[config.mk]
export PLATFORM = sky130hd
export DESIGN_NAME = sr_pulse_encoder
export DESIGN_NICKNAME = d
export VERILOG_FILES = /design/src/rtl/sr_enc_pkg.sv /design/src/rtl/sr_pulse_encoder.sv
export SDC_FILE = /design/constraint.sdc
export NUM_CORES = 1
export LEC_CHECK = 0
export CORE_MARGIN = 1
export CORE_UTILIZATION = 35
export CTS_CLUSTER_DIAMETER = 40
export DETAILED_ROUTE_END_ITERATION = 7
export SKIP_CTS_REPAIR_TIMING = 1
export SLEW_MARGIN = 20
export SYNTH_ARGS = -nofsm -noshare
export SYNTH_HDL_FRONTEND = slang
export SYNTH_SLANG_ARGS = --single-unit
[constraint.sdc]
create_clock -name clk -period 1.6 [get_ports clk]
set_input_delay 0.32 -clock clk [delete_from_list [all_inputs] [get_ports clk]]
set_output_delay 0.32 -clock clk [all_outputs]
set_load 0.005 [all_outputs]
[src/rtl/sr_enc_pkg.sv]
// sr_enc_pkg
//   Shared definitions for sr_pulse_encoder:
//     state_e    - encoder FSM states (IDLE, PULSE, HOLD)
//     tmr_width  - width of the shared pulse/holdoff down-counter,
//                  $clog2(max(PULSE_W, HOLDOFF) + 1)
package sr_enc_pkg;

  typedef enum logic [1:0] {
    IDLE  = 2'd0,
    PULSE = 2'd1,
    HOLD  = 2'd2
  } state_e;

  function automatic int tmr_width(input int pulse_w, input int holdoff);
    int mx;
    mx = (pulse_w > holdoff) ? pulse_w : holdoff;
    return $clog2(mx + 1);
  endfunction

endpackage

[src/rtl/sr_pulse_encoder.sv]
// sr_pulse_encoder
//   Command-side driver for an SR flip-flop sharing clk/rst. It accepts
//   target-level requests on a valid/ready handshake and emits registered,
//   mutually exclusive S or R pulses of PULSE_W cycles, followed by HOLDOFF
//   idle cycles. A shadow copy of the flop's Q suppresses redundant pulses
//   unless req_force asks for a refresh.
//
//   Parameters: PULSE_W (>=1), HOLDOFF (>=0), CNT_W (pulse counter width)
//   Ports:
//     clk, rst                      clock, synchronous active-high reset
//     req_valid/req_level/req_force request handshake and payload
//     req_ready                     high in IDLE
//     S, R                          registered set/reset pulses
//     shadow_q                      encoder's model of the flop's Q
//     busy                          pulse or holdoff in progress
//     pulse_cnt                     pulses issued, wraps modulo 2^CNT_W
//     q_fb, fb_err                  readback input and sticky mismatch flag,
//                                   present only with SR_ENC_READBACK_EN
//
//   state | meaning
//   IDLE  | ready; a request that changes the level (or is forced) starts a pulse
//   PULSE | S or R high, timer counts PULSE_W cycles
//   HOLD  | S=R=0, timer counts HOLDOFF cycles before the next request
module sr_pulse_encoder
  import sr_enc_pkg::*;
#(
  parameter int PULSE_W = 1,
  parameter int HOLDOFF = 2,
  parameter int CNT_W   = 16
) (
  input  logic             clk,
  input  logic             rst,
  input  logic             req_valid,
  input  logic             req_level,
  input  logic             req_force,
  output logic             req_ready,
  output logic             S,
  output logic             R,
  output logic             shadow_q,
  output logic             busy,
  output logic [CNT_W-1:0] pulse_cnt
`ifdef SR_ENC_READBACK_EN
  ,
  input  logic             q_fb,
  output logic             fb_err
`endif
);

  localparam int               TMR_W      = tmr_width(PULSE_W, HOLDOFF);
  localparam logic [TMR_W-1:0] PULSE_LOAD = TMR_W'(PULSE_W - 1);
  localparam logic [TMR_W-1:0] HOLD_LOAD  = TMR_W'((HOLDOFF > 0) ? HOLDOFF - 1 : 0);

  state_e             state_q, state_d;
  logic [TMR_W-1:0]   tmr_q, tmr_d;
  logic               s_q, s_d;
  logic               r_q, r_d;
  logic               shd_q, shd_d;
  logic [CNT_W-1:0]   cnt_q, cnt_d;

  always_comb begin
    state_d = state_q;
    tmr_d   = tmr_q;
    s_d     = s_q;
    r_d     = r_q;
    shd_d   = shd_q;
    cnt_d   = cnt_q;
    case (state_q)
      IDLE: begin
        if (req_valid && (req_force || (req_level != shd_q))) begin
          state_d = PULSE;
          tmr_d   = PULSE_LOAD;
          s_d     = req_level;
          r_d     = ~req_level;
          cnt_d   = cnt_q + 1'b1;
        end
      end
      PULSE: begin
        // s_q holds the requested level for the whole pulse; the flop
        // captures it on the first pulse edge, and so does the shadow.
        shd_d = s_q;
        if (tmr_q == '0) begin
          s_d = 1'b0;
          r_d = 1'b0;
          if (HOLDOFF > 0) begin
            state_d = HOLD;
            tmr_d   = HOLD_LOAD;
          end else begin
            state_d = IDLE;
          end
        end else begin
          tmr_d = tmr_q - 1'b1;
        end
      end
      HOLD: begin
        if (tmr_q == '0) begin
          state_d = IDLE;
        end else begin
          tmr_d = tmr_q - 1'b1;
        end
      end
      default: begin
        state_d = IDLE;
        s_d     = 1'b0;
        r_d     = 1'b0;
      end
    endcase
  end

  always_ff @(posedge clk) begin
    if (rst) begin
      state_q <= IDLE;
      tmr_q   <= '0;
      s_q     <= 1'b0;
      r_q     <= 1'b0;
      shd_q   <= 1'b0;
      cnt_q   <= '0;
    end else begin
      state_q <= state_d;
      tmr_q   <= tmr_d;
      s_q     <= s_d;
      r_q     <= r_d;
      shd_q   <= shd_d;
      cnt_q   <= cnt_d;
    end
  end

  assign S         = s_q;
  assign R         = r_q;
  assign shadow_q  = shd_q;
  assign pulse_cnt = cnt_q;
  assign busy      = (state_q != IDLE);
  assign req_ready = (state_q == IDLE);

`ifdef SR_ENC_READBACK_EN
  // chk_q marks the cycle right after a pulse ends, so q_fb is compared at
  // edge t0+PULSE_W+1 regardless of whether that falls in HOLD or IDLE.
  logic chk_q, chk_d;
  logic err_q, err_d;

  always_comb begin
    chk_d = (state_q == PULSE) && (tmr_q == '0);
    err_d = err_q | (chk_q & (q_fb != shd_q));
  end

  always_ff @(posedge clk) begin
    if (rst) begin
      chk_q <= 1'b0;
      err_q <= 1'b0;
    end else begin
      chk_q <= chk_d;
      err_q <= err_d;
    end
  end

  assign fb_err = err_q;
`endif

endmodule

Word level (Yosys, flattened, before mapping):

Index checks and enable logic that the tools add are counted.

* bits in registers: 23
* input bits: 5

* add/subtract/negate cells: 2
* equal/unequal tests: 7
* muxes and demuxes: 13
* bitwise logic cells: 2
* reduce and logical (&&, ||, !) cells: 10

Operators by type and width (number)
* adder 16 x 1 -> 16 bit, second input constant: 1
* two-way mux 2 bit: 6
* case mux 2 bit (3 select lines): 2
* AND reduction 3 bit: 3
* != test 2 bit, second input constant: 3
* case mux 1 bit (3 select lines): 2
* zero test 2 bit: 2
* two-way mux 1 bit: 3
* nonzero test 3 bit: 1
* == test 2 x 1 -> 1 bit, second input constant: 1
* == test 2 bit, second input constant: 1
* != test 2 x 1 -> 1 bit, second input constant: 1
* NOT 1 bit: 2
* AND reduction 2 bit: 1
* nonzero test 2 bit: 1
* subtractor 2 x 1 -> 2 bit, second input constant: 1
* logical AND 1 bit: 1
* logical OR 1 bit: 1
* != test 1 bit: 1

Depth between registers and ports, before layout:

Gate-level depths: netlist of the first run.

* word-level depth: 5
* gate-level depth with buffers: 8

Least setup slack after synthesis of the first run:

OpenSTA, ideal clock, no wires.

* path type: reg2reg
* from: reg state_q[0]
* to: reg cnt_q[11] (netlist: pulse_cnt[11])
* library setup time: 0.070 ns
* data arrival time: 1.739 ns
* slack: -0.209 ns
* stages on the path, launching flop included: 9
* clock period less this slack: 1.809 ns
* cells stage by stage: dfxtp_1 -> inv_1 -> ha_1 -> clkbuf_2 -> and4_1 -> o211ai_2 -> buf_6 -> or4_1 -> a21oi_1

* cells in the longest elaborated chain, start to end: 2

Ends and longest elaborated chain
* start: declaration: line sr_pulse_encoder.sv:53 `state_e state_q, state_d;`
* start signal: assignment: line sr_pulse_encoder.sv:118 `state_q <= state_d;`
* zero test 2 bit
* via req_ready: line sr_pulse_encoder.sv:36 `output logic req_ready,`
* AND reduction 2 bit (no source line)
* end signal: assignment: line sr_pulse_encoder.sv:123 `cnt_q <= cnt_d;`
* end: declaration: line sr_pulse_encoder.sv:58 `logic [CNT_W-1:0] cnt_q, cnt_d;`

The timed path passes the listed nets, and every way through them passes these cells.
A chain may end at the register's enable or synchronous reset.

Worst setup path in the final report of the first run:

* from: reg state_q[0]
* to: reg cnt_q[12] (netlist: pulse_cnt[12])

* cells in the longest elaborated chain, start to end: 2

Ends and longest elaborated chain
* zero test 2 bit: line sr_pulse_encoder.sv:67 `case (state_q)`
* AND reduction 2 bit (no source line)

Every way passes these cells.

==> impl_metrics.py, run 1 <==
metrics = {
    "sta": {
        "rsz0062_at_grt": "yes",
        "min_period_over_period_pct": 106,
        "setup_violations": 13,
        "maxSlewHeadroom_pct": 66.7,
        "setup_tns_ns": -0.494,
        "fin_ws_ns": -0.100,
        "finalHoldViolCount": 0,
        "whs_ns": 0.456,
        "worstMarginPinSlew_ns": 0.499,
        "max_freq_mhz": 588,
        "skew_ns": 0.00266,
        "layout_min_cycle_time_ns": 1.70,
        "drv_slew": 0,
    },
    "cells_and_area": {
        "diodes": 0,
        "seq_area_um2": 489,
        "area_delta_synth_final_pct": 58.7,
        "finalCoreUtilization_pct": 58.2,
        "drive_gt1_share_pct": 42.3,
        "multi_input_area_um2": 837,
        "fin_area_um2": 1960,
        "fin_nets": 208,
        "fill_cells": 319,
    },
    "synthesis": {
        "syn_nets": 151,
        "synth_edf_count": 0,
        "syn_area_um2": 1230,
        "syn_area_per_cell_um2": 8.94,
        "ys_seq_area_share_pct": 37.3,
        "ys_top_cells_by_count": "dfxtp_1 (23), a21oi_1 (14), inv_1 (10)",
        "ys_seq_elements": 23,
        "synth-main-ff-cell": "dfxtp_1",
        "synth_top_area_share_pct": 37.3,
        "yosysUniqueCellTypes": 34,
        "synth_most_common_cell": "dfxtp_1",
        "synth_cells": 138,
        "synth.largest_area_cell": "dfxtp_1",
        "async_reset_ff_share_pct": 0,
        "synth_warnings": 0,
        "synth_area_leaders": "dfxtp_1 (37%), ha_1 (8.1%), a21oi_1 (5.7%)",
    },
    "clock_network": {
        "cts-root-buf": "clkbuf_4",
        "clk_pin_slew_worst_paths_ns": 0.13,
        "cts_sinks": 23,
        "tritoncts": "built",
        "cts.path.max_buffers": 2,
        "clk_latency_ns": 0.32,
        "ctsHtreeMaxLevel": 1,
        "numCtsBuffers": 3,
    },
    "floorplan": {
        "fp.dieW_um": 61.4,
        "dieArea_um2": 3770,
        "initial_core_util_pct": 36.7,
        "coreArea_um2": 3360,
        "ioPinCount": 26,
        "die_h_um": 61.4,
        "placement_rows": 21,
    },
    "worst_setup_path": {
        "cp_data_arrival_time_ns": 1.97,
        "cp-end-kind": "flip-flop",
        "reg2reg_to": "pulse_cnt[12]",
        "startpoint_type": "flip-flop",
        "critPathKind": "reg -> reg",
        "rr_worst_depth": 8,
        "r2r_slack_ns": -0.10,
        "critPathRequiredTime_ns": 1.87,
        "path_max_fanout": 5,
        "rr_startpoint": "state_q[0]",
    },
    "route": {
        "vias": 1264,
        "antenna_left": 0,
        "drc": 0,
        "drtIter0Drc": 53,
        "drt_wl_total_um": 3260,
        "viasPerCell": 5.27,
        "wl_per_cell_um": 13.6,
        "drtPass1Iterations": 4,
    },
    "grt": {
        "grt_antenna_before_repair": 0,
        "first_global_vias": 1137,
        "grt_pass1_wl_um": 4850,
        "grt_overflow": 0,
        "grt_max_degree": 23,
        "grt_usage_pct": 17.5,
    },
    "pwr": {
        "p_sw_uw": 333,
        "p_sw_share_pct": 28.5,
        "clockPowerShare_pct": 24.5,
        "p_per_area_nw_per_um2": 596,
        "power_frac_seq_pct": 51.4,
        "vdd_drop_max_uv": 367,
        "p_comb_share_pct": 24.1,
        "power.internal_uw": 834,
        "power_leakage_uw": 0.000862,
    },
    "placement": {
        "portBuffers": 25,
        "dp_hpwl_um": 2190,
        "placed_cell_area_um2": 1700,
        "place_ws_ns": -0.439,
        "place.gp.congestion": 0.717,
    },
    "min_path": {
        "hold_depth": 3,
        "whs_endpoint": "S",
        "hp-class": "in -> reg",
        "hp-start": "req_level",
    },
    "outcome": {
        "violations": "setup timing",
        "outcome": "finished, violations left",
    },
    "run": {
        "drv_cap": 0,
    },
}
power by group through the flow:
stage	Sequential [uW]	Clock, uW	Combinational [uW]
finish	600	286	281
global route	603	321	308
CTS	602	296	230
detailed placement	614	0	227
global placement	613	0	219
floorplan	616	0	108
flip-flops by register name (all words and copies together), names as in the netlist:
| register | flops |
|---|---|
| pulse_cnt | 16 |
| state_q | 2 |
| tmr_q | 2 |
| R | 1 |
| S | 1 |
| shadow_q | 1 |
cell type report:
| cell class | count | share of cell area, % |
|---|---|---|
| well taps | 46 | 2.94 |
| clock buffers | 3 | 1.15 |
| multi-input cells | 102 | 42.7 |
| inverters | 10 | 1.92 |
| flip-flops and latches | 23 | 25.0 |
| clock inverters | 1 | 0.256 |
| repair buffers | 55 | 26.0 |
how the worst max path moves through the flow:
stage	from	end	cells past startpoint
floorplan	state_q[1]	pulse_cnt[11]	8
global placement	req_level	pulse_cnt[12]	5
detailed placement	req_level	pulse_cnt[11]	5
CTS	state_q[1]	busy	4
global route	state_q[0]	pulse_cnt[14]	8
finish	state_q[0]	pulse_cnt[12]	8
per-stage QoR:
stage	power, uW	std cells
finish	1170	240
global route	1230	240
CTS	1130	232
detailed placement	841	228
global placement	832	228
floorplan	724	138
cells in the final DEF, fill, tap and decap left out, types with 6 or more instances in the layout:
master / n
a21oi_1: 9
buf_4: 28
clkdlybuf4s50_1: 15
dfxtp_2: 17
dlymetal6s2s_1: 9
inv_1: 6
nand2_1: 6
nor2_1: 8
o21ai_0: 6
routing by layer:
layer  track usage [%]  share of wire [%]  up-vias
met5                 0                  0        -
met4              8.57                2.5        0
met3              1.89                2.2        8
met2              30.1                 50       22
met1              21.8                 45      609
li1                  -                  -      625
worst max-delay path, cell delays in order, from the launching register on:
cell	delay (ns)
dfxtp_2	0.35
inv_2	0.07
ha_4	0.15
buf_12	0.10
buf_6	0.09
and4_4	0.24
o21ai_4	0.08
or4_1	0.42
a21oi_1	0.15
cells by family (layout without fill, tap and decap cells):
group	after synthesis	count (layout)	share of synthesized area (%)
AND/OR/NAND/NOR	42	42	20.4
flip-flops	23	23	37.3
multiplexers	3	3	2.43
XOR/XNOR	6	6	4.87
AO/OA/AOI/OAI	41	43	21.0
adder cells (fa/ha/maj)	8	8	8.11
buffers and inverters	15	69	5.88
Power figures use the tool's default switching activity.
==> run 2, diff against run 1 <==
- CAP_MARGIN: default -> 20
- GPL_ROUTABILITY_DRIVEN: default -> 0
==> results of run 2 <==
No change in the layout: final DEF, timing and power equal those of run 1.
